[src/rtl/apb_dma_if.sv]
// APB initiator bus bundle used by apb_dma.
// The master modport is the DMA side; the slave modport is the responder side.
interface apb_dma_if #(
   parameter int ADDR_WIDTH = 32,
   parameter int DATA_WIDTH = 32
);
   logic [ADDR_WIDTH-1:0] paddr;
   logic [DATA_WIDTH-1:0] pdata;
   logic [DATA_WIDTH-1:0] prdata;
   logic                  psel;
   logic                  penable;
   logic                  pwrite;
   logic [3:0]            pstb;
   logic                  pready;
   logic                  perr;

   modport master (
      output paddr, pdata, psel, penable, pwrite, pstb,
      input  prdata, pready, perr
   );

   modport slave (
      input  paddr, pdata, psel, penable, pwrite, pstb,
      output prdata, pready, perr
   );
endinterface

[src/rtl/apb_dma.sv]
// apb_dma: single-channel word-copy DMA acting as an APB initiator.
// Each word is one read transfer followed by one write transfer.
// Optional feature: define APB_TIMEOUT_EN to abort a job when an access phase
// waits TIMEOUT_CYCLES cycles without pready.
module apb_dma #(
   parameter int ADDR_WIDTH     = 32,
   parameter int DATA_WIDTH     = 32,
   parameter int TIMEOUT_CYCLES = 255
) (
   input  logic                  clk,
   input  logic                  APB_PRESETn,
   input  logic [ADDR_WIDTH-1:0] cfg_src,
   input  logic [ADDR_WIDTH-1:0] cfg_dst,
   input  logic [15:0]           cfg_len,
   input  logic                  start,
   output logic                  busy,
   output logic                  done,
   output logic                  err,
   output logic [15:0]           remaining,
   apb_dma_if.master             DMA
);

   typedef enum logic [2:0] {
      IDLE,
      RD_SETUP,
      RD_ACCESS,
      WR_SETUP,
      WR_ACCESS,
      FINISH
   } state_t;

   localparam logic [ADDR_WIDTH-1:0] WordStep  = ADDR_WIDTH'(4);
   localparam logic [ADDR_WIDTH-1:0] AlignMask = ~ADDR_WIDTH'(3);

   state_t                r_state;
   state_t                w_nextState;
   logic [ADDR_WIDTH-1:0] r_src;
   logic [ADDR_WIDTH-1:0] r_dst;
   logic [DATA_WIDTH-1:0] r_buf;
   logic [15:0]           r_remaining;
   logic                  r_err;

   logic w_accept;
   logic w_capture;
   logic w_wordDone;
   logic w_busErr;
   logic w_timeout;
   logic w_rdPhase;
   logic w_wrPhase;
   logic w_access;
   logic w_setup;

   assign w_accept  = (r_state == IDLE) && start;
   assign w_rdPhase = (r_state == RD_SETUP) || (r_state == RD_ACCESS);
   assign w_wrPhase = (r_state == WR_SETUP) || (r_state == WR_ACCESS);
   assign w_access  = (r_state == RD_ACCESS) || (r_state == WR_ACCESS);
   assign w_setup   = (r_state == RD_SETUP) || (r_state == WR_SETUP);

`ifdef APB_TIMEOUT_EN
   localparam int WaitWidth = ($clog2(TIMEOUT_CYCLES + 1) > 8) ? $clog2(TIMEOUT_CYCLES + 1) : 8;

   logic [WaitWidth-1:0] r_waitCnt;
   logic                 w_waitExpired;

   // The last tolerated wait cycle is the one where the count already equals TIMEOUT_CYCLES-1.
   assign w_waitExpired = w_access && !DMA.pready && (r_waitCnt == WaitWidth'(TIMEOUT_CYCLES - 1));

   // Count consecutive stalled access cycles, restarting at every setup phase.
   always_ff @(posedge clk or negedge APB_PRESETn) begin
      if (!APB_PRESETn) begin
         r_waitCnt <= '0;
      end else if (w_setup) begin
         r_waitCnt <= '0;
      end else if (w_access && !DMA.pready) begin
         r_waitCnt <= r_waitCnt + 1'b1;
      end
   end
`else
   logic w_waitExpired;

   assign w_waitExpired = 1'b0;
`endif

   // State register; reset abandons any job in flight without a done pulse.
   always_ff @(posedge clk or negedge APB_PRESETn) begin
      if (!APB_PRESETn) begin
         r_state <= IDLE;
      end else begin
         r_state <= w_nextState;
      end
   end

   // Next-state decode plus the per-cycle events that steer the datapath.
   always_comb begin
      w_nextState = r_state;
      w_capture   = 1'b0;
      w_wordDone  = 1'b0;
      w_busErr    = 1'b0;
      w_timeout   = 1'b0;
      case (r_state)
         IDLE: begin
            if (start) begin
               w_nextState = (cfg_len != 16'd0) ? RD_SETUP : FINISH;
            end
         end
         RD_SETUP: begin
            w_nextState = RD_ACCESS;
         end
         RD_ACCESS: begin
            if (DMA.pready) begin
               if (DMA.perr) begin
                  w_busErr    = 1'b1;
                  w_nextState = FINISH;
               end else begin
                  w_capture   = 1'b1;
                  w_nextState = WR_SETUP;
               end
            end else if (w_waitExpired) begin
               w_timeout   = 1'b1;
               w_nextState = FINISH;
            end
         end
         WR_SETUP: begin
            w_nextState = WR_ACCESS;
         end
         WR_ACCESS: begin
            if (DMA.pready) begin
               if (DMA.perr) begin
                  w_busErr    = 1'b1;
                  w_nextState = FINISH;
               end else begin
                  w_wordDone  = 1'b1;
                  w_nextState = (r_remaining == 16'd1) ? FINISH : RD_SETUP;
               end
            end else if (w_waitExpired) begin
               w_timeout   = 1'b1;
               w_nextState = FINISH;
            end
         end
         FINISH: begin
            w_nextState = IDLE;
         end
         default: begin
            w_nextState = IDLE;
         end
      endcase
   end

   // Job registers: latch the configuration on start, advance only on a clean write.
   always_ff @(posedge clk or negedge APB_PRESETn) begin
      if (!APB_PRESETn) begin
         r_src       <= '0;
         r_dst       <= '0;
         r_buf       <= '0;
         r_remaining <= '0;
         r_err       <= 1'b0;
      end else begin
         if (w_accept) begin
            r_src       <= cfg_src & AlignMask;
            r_dst       <= cfg_dst & AlignMask;
            r_remaining <= cfg_len;
            r_err       <= 1'b0;
         end
         if (w_capture) begin
            r_buf <= DMA.prdata;
         end
         if (w_wordDone) begin
            r_src       <= r_src + WordStep;
            r_dst       <= r_dst + WordStep;
            r_remaining <= r_remaining - 16'd1;
         end
         if (w_busErr || w_timeout) begin
            r_err <= 1'b1;
         end
      end
   end

   // Bus controls are decoded straight from the state so reset drops them immediately.
   always_comb begin
      DMA.psel    = w_rdPhase || w_wrPhase;
      DMA.penable = w_access;
      DMA.pwrite  = w_wrPhase;
      DMA.pstb    = (w_rdPhase || w_wrPhase) ? 4'b1111 : 4'b0000;
      DMA.paddr   = '0;
      DMA.pdata   = '0;
      if (w_rdPhase) begin
         DMA.paddr = r_src;
      end else if (w_wrPhase) begin
         DMA.paddr = r_dst;
         DMA.pdata = r_buf;
      end
   end

   assign busy      = (r_state != IDLE);
   assign done      = (r_state == FINISH);
   assign err       = r_err;
   assign remaining = r_remaining;

endmodule

[src/flat_wrapper.sv]
// flat-port wrapper written by rule: the top's interface ports become plain ports
module apb_dma_flat 
#(
   parameter int ADDR_WIDTH     = 32,
   parameter int DATA_WIDTH     = 32,
   parameter int TIMEOUT_CYCLES = 255
)
  (clk, APB_PRESETn, cfg_src, cfg_dst, cfg_len, start, busy, done, err, remaining, DMA_paddr, DMA_pdata, DMA_psel, DMA_penable, DMA_pwrite, DMA_pstb, DMA_prdata, DMA_pready, DMA_perr);
  apb_dma_if #(.ADDR_WIDTH(ADDR_WIDTH), .DATA_WIDTH(DATA_WIDTH)) DMA_i ();
  input  logic clk;
  input  logic APB_PRESETn;
  input  logic [ADDR_WIDTH-1:0] cfg_src;
  input  logic [ADDR_WIDTH-1:0] cfg_dst;
  input  logic [15:0] cfg_len;
  input  logic start;
  output logic busy;
  output logic done;
  output logic err;
  output logic [15:0] remaining;
  output wire logic [$bits(DMA_i.paddr)-1:0] DMA_paddr;
  output wire logic [$bits(DMA_i.pdata)-1:0] DMA_pdata;
  output wire logic [$bits(DMA_i.psel)-1:0] DMA_psel;
  output wire logic [$bits(DMA_i.penable)-1:0] DMA_penable;
  output wire logic [$bits(DMA_i.pwrite)-1:0] DMA_pwrite;
  output wire logic [$bits(DMA_i.pstb)-1:0] DMA_pstb;
  input wire logic [$bits(DMA_i.prdata)-1:0] DMA_prdata;
  input wire logic [$bits(DMA_i.pready)-1:0] DMA_pready;
  input wire logic [$bits(DMA_i.perr)-1:0] DMA_perr;
  assign DMA_paddr = DMA_i.paddr;
  assign DMA_pdata = DMA_i.pdata;
  assign DMA_psel = DMA_i.psel;
  assign DMA_penable = DMA_i.penable;
  assign DMA_pwrite = DMA_i.pwrite;
  assign DMA_pstb = DMA_i.pstb;
  assign DMA_i.prdata = DMA_prdata;
  assign DMA_i.pready = DMA_pready;
  assign DMA_i.perr = DMA_perr;
  apb_dma #(.ADDR_WIDTH(ADDR_WIDTH), .DATA_WIDTH(DATA_WIDTH), .TIMEOUT_CYCLES(TIMEOUT_CYCLES)) u_core (.clk(clk), .APB_PRESETn(APB_PRESETn), .cfg_src(cfg_src), .cfg_dst(cfg_dst), .cfg_len(cfg_len), .start(start), .busy(busy), .done(done), .err(err), .remaining(remaining), .DMA(DMA_i));
endmodule
[config.mk]
export PLATFORM = sky130hd
export DESIGN_NAME = apb_dma_flat
export DESIGN_NICKNAME = d
export VERILOG_FILES = /design/src/rtl/apb_dma_if.sv /design/src/rtl/apb_dma.sv /design/src/flat_wrapper.sv
export SDC_FILE = /design/constraint.sdc
export NUM_CORES = 1
export LEC_CHECK = 0
export BUFFER_PORTS_ARGS = -buffer_cell sky130_fd_sc_hd__clkbuf_2
export CAP_MARGIN = 20
export CORE_MARGIN = 2
export CORE_UTILIZATION = 45
export CTS_CLUSTER_DIAMETER = 30
export DETAILED_ROUTE_END_ITERATION = 10
export HOLD_SLACK_MARGIN = 0.15
export PLACE_DENSITY = 0.72
export SETUP_SLACK_MARGIN = 0.5
export SKIP_CTS_REPAIR_TIMING = 1
export SYNTH_ARGS = -nofsm -noshare
export SYNTH_HDL_FRONTEND = slang
export SYNTH_SLANG_ARGS = --single-unit
[constraint.sdc]
create_clock -name clk -period 2.9 [get_ports clk]
set_clock_uncertainty 0.05 [all_clocks]
set_input_delay 0.145 -clock clk [delete_from_list [all_inputs] [get_ports clk]]
set_output_delay 0.145 -clock clk [all_outputs]
set_load 0.01 [all_outputs]
Yosys cells after proc, flatten, opt, wreduce, memory -nomap -nowiden:

Cells that the tools add are included.

* flip-flop bits (word level): 116
* input bits: 117
* output and inout bits: 90

* $add $sub $neg: 3
* eq/ne operators: 9
* mux-type cells: 28
* reductions and logical operators: 12

Operators with widths (number)
* $mux 32: 8
* $add 32x3->32 const B: 2
* $mux 16: 2
* $mux 3: 7
* $eq 16x1->1 const B: 1
* $reduce_bool 16->1: 1
* $sub 16x1->16 const B: 1
* $pmux 3 s5: 1
* $mux 1: 9
* $eq 3x2->1 const B: 2
* $eq 3x3->1 const B: 2
* $ne 2x2->1 const B: 3
* $logic_or 1x1->1: 4
* $mux 4: 1
* $reduce_bool 2->1: 2
* $eq 3x1->1 const B: 1
* $logic_not 3->1: 1
* $reduce_and 3->1: 1
* $reduce_bool 3->1: 1
* $reduce_or 2->1: 1
* $logic_and 1x1->1: 1

Longest topological paths before layout:

* word-level depth: 5
* gate-level depth with buffers: 8

Worst setup path after synthesis:

Ideal clock, no wire load.

* kind: reg-to-reg
* start: reg u_core.r_remaining[2] (netlist: u_core.remaining[2])
* end: reg u_core.r_remaining[15] (netlist: u_core.remaining[15])
* setup time: 0.123 ns
* arrival: 2.010 ns
* data required time: 2.727 ns
* path slack: 0.718 ns
* stages on the path, launching flop included: 6
* clock period less this slack: 2.182 ns
* path through: dfrtp_1 > or3_1 > nor4_4 > nand2b_2 > or4_1 > o221a_2

* cells in the longest elaborated chain, start to end: 2

Ends and longest elaborated chain
* start, declared: RTL line apb_dma.sv:40 `logic [15:0] r_remaining;`
* start signal, assigned: RTL line apb_dma.sv:161 `r_remaining <= cfg_len;`
* start signal, assigned: RTL line apb_dma.sv:170 `r_remaining <= r_remaining - 16'd1;`
* $sub 16x1->16: RTL line apb_dma.sv:170
* $mux 16: RTL line apb_dma.sv:167 `if (w_wordDone) begin`

No other way between the ends.
A chain may end at the register's enable or synchronous reset.

Worst setup path after layout:

* start: reg u_core.r_remaining[8] (netlist: u_core.remaining[8])
* end: reg u_core.r_remaining[15] (netlist: u_core.remaining[15])

The elaborated chain is that of the path after synthesis.

==> results.toml <==
[critical_path]
crit_family = "simple AND/OR/NAND/NOR gates"
worst_setup_path_start_kind = "flip-flop"
crit_type = "reg -> reg"
worstReg2RegStart = "u_core.remaining[8]"
slowest_delay_ns = 0.57
cp.required_ns = 3.10
crit_chain = "or4_4, nor4_4, nand2b_2, or4_1, o221a_2"
cp.arrival_ns = 2.50
startpoint = "u_core.remaining[8]"
crit_buf_inv = 0
worst-path-max-fanout = 7
critPathSlowestCell = "or4_4"
end_kind = "flip-flop"

[route]
first_pass_iters = 9
viasPerCell = 5.87
wl_mm = 21.9
wl_met2_mm = 10.8
dr_wl_met3_mm = 1.38
top_layer = "met4"
drt_iter0_markers = 627
drtAntennaViolNets = 0
num_vias = 6944
met1_length_mm = 9.19
wire_per_inst_microns = 18.5
drc = 0

[logic_synthesis]
async_reset_ff_frac = 1.00
synth_compound_area_frac = 0.207
synth.avg_cell_area_sq_um = 9.15
syn_area_sq_um = 6520
synthAdderAreaFrac = 0.00768
synth_mux_area_frac = 0.0599
yosys.area_share.simple = 0.243
synth_seq_cells = 112
synth_edf_count = 0
yosysWarningCount = 0
synth_top_family_by_area = "simple AND/OR/NAND/NOR gates"
synth-seq-area-share = 0.430
ys.flop_type = "dfrtp_1"
syn-instance-count = 712
synth.distinct_cells = 60
synthXorXnorAreaFrac = 0.00941

[cts]
htreeDepth = 3
clkSinkCount = 112
cts_tree = "done"
clk_pin_slew_ns = 0.07
root_buffer = "clkbuf_16"
cts_buffer_depth = 2
numCtsBuffers = 9
clk_latency_ns = 0.36

[status]
status = "finished clean"

[global_routing]
gr-total-overflow = 0
grt_pass1_vias = 6016
antenna_found_initial = 2
grt_pass1_wl_mm = 31.5
grtUsageTotal = 0.251
grt_max_degree = 66

[sta]
post-route-min-period_ns = 2.29
setup_viol = 0
slew-limit-headroom = 0.481
tightest_slew_ns = 0.771
rsz0062_at_grt = "yes"
hold_viol = 0
drv_slew = 0
fin_tns_setup_ns = 0
fmax_ghz = 0.436
min_period_over_period = 0.791

[worst_hold_path]
hp-class = "in -> reg"
min_from = "start"

[floorplan]
io-pin-count = 207
initial_core_util = 0.466
fp-row-count = 43
dieArea_sq_um = 15500
dieWidth_microns = 124
core_area_sq_um = 14000
die_height_microns = 124

[placed_design]
io_buffers = 200
gp_congestion = 0.895
place_hpwl_mm = 14.1

[pwr]
p_leak_nw = 4.08
p_per_area_nw_per_um2 = 930
ir_worst_vdd_uv = 501

[final_layout]
finalCoreUtilization = 0.652
areaGrowthSynthToFinish_pct = 40.0
drive_gt1_frac = 0.281
nets = 1118

[run]
maxCapViolCount = 0
[power by group]
part	leakage, nW	switching [W]	internal, W
Combinational	2.58	0.00215	0.00179
Clock	0.145	0.000572	0.000686
Sequential	1.35	0.000974	0.00230
[worst reg2reg max path: cells and delay by family (launching register included)]
| kind | cells | cell delay, ns |
|---|---|---|
| compound gates | 1 | 0.25 |
| flops | 1 | 0.43 |
| simple gates | 4 | 1.46 |
[layer usage]
metal | track usage | vias up
li1 | - | 3266
met1 | 0.346 | 3357
met2 | 0.405 | 285
met3 | 0.0515 | 36
met4 | 0.0681 | 0
met5 | 0 | -
[final cells by class]
type,count,area (sq um)
multi-input combinational,535,3490
antenna,2,5.00
inverter,11,41.3
clock buffer,11,243
sequential,112,2800
tap,180,225
timing repair buffer,328,2270
fill,1160,4870
clock inverter,4,45.0
[through the flow]
step                      total power, W  setup slack [ns]  hold WS, ns  cell area [sq um]  instances
final                            0.00848             0.606        0.246               9120       1183
after global routing             0.00902             0.483        0.268               9120       1183
after CTS                        0.00824             0.496       -0.182               7970       1069
after detailed placement         0.00698             0.538        0.201               7680       1054
after global placement           0.00691             0.533        0.199               7680       1054
after floorplan                  0.00555             0.718       -0.201               6520        713
[final timing paths]
check	slack [ns]	depth (start not counted)	end
min in group asynchronous	0.34	2	u_core.remaining[9]
min	0.25	4	u_core.r_state[2]
max in group asynchronous	1.66	3	u_core.r_src[8]
min reg2reg	0.45	1	u_core.r_buf[5]
max	0.61	5	u_core.remaining[15]
max reg2reg	0.61	5	u_core.remaining[15]
[layout by cell type, fill, tap and decap left out, types with 6 or more instances in the layout]
cell type        n
clkbuf_2       199
dlygate4sd3_1  112
dfrtp_1        112
nand2_1         72
nor2_1          50
nand3_1         36
mux2_2          32
and2_1          32
a22o_1          31
o21ai_0         26
a21oi_1         24
nor3_1          20
nand4_1         20
o211ai_1        18
nor4_1          18
o311ai_0        15
buf_4           13
and3_1          12
inv_1           11
a211oi_1        11
a22oi_1          9
clkbuf_16        9
o22ai_1          8
a221o_1          7
or3_1            6
or4_1            6
a311oi_1         6
[state kept, by name (all words and copies together) (netlist names)]
name              flops
u_core.r_buf         32
u_core.r_dst         30
u_core.r_src         30
u_core.remaining     16
u_core.r_state        3
u_core.err            1
[cell families (layout without fill, tap and decap cells)]
family	count (synthesis)	in the layout
and+or+nand+nor	303	303
muxes	35	35
xor gates and xnor gates	7	7
other	1	4
buffers and inverters	66	354
DFF	112	112
adders and majority gates	4	4
AOI/OAI and AO/OA	184	184
[cell usage after synthesis (3+ instances only)]
cell type  number  area (sq um)
dfrtp_1       112          2800
nand2_1        72           270
nor2_1         53           199
nand3_1        37           185
and2_1         32           200
clkbuf_1       32           120
mux2_2         32           360
a22o_1         31           272
o21ai_0        26           130
a21oi_1        25           125
nand4_1        20           125
nor3_1         20           100
nor4_1         18           113
o211ai_1       18           135
o311ai_0       15           131
buf_1          13          48.8
and3_1         12          75.1
a211oi_1       11          82.6
inv_1          11          41.3
a22oi_1         9          67.6
o22ai_1         8          50.1
a221o_1         7          70.1
or3_1           7          43.8
a311oi_1        6          52.6
buf_4           6          45.0
or4_1           6          45.0
a31oi_1         5          31.3
a32oi_1         4          35.0
and4_1          4          35.0
buf_2           4          20.0
ha_1            4          50.1
or2_2           4          25.0
xor2_1          4          35.0
mux2i_1         3          30.0
nand2b_1        3          18.8
xnor2_1         3          26.3
Note: power is estimated with default switching activity, not from simulation.
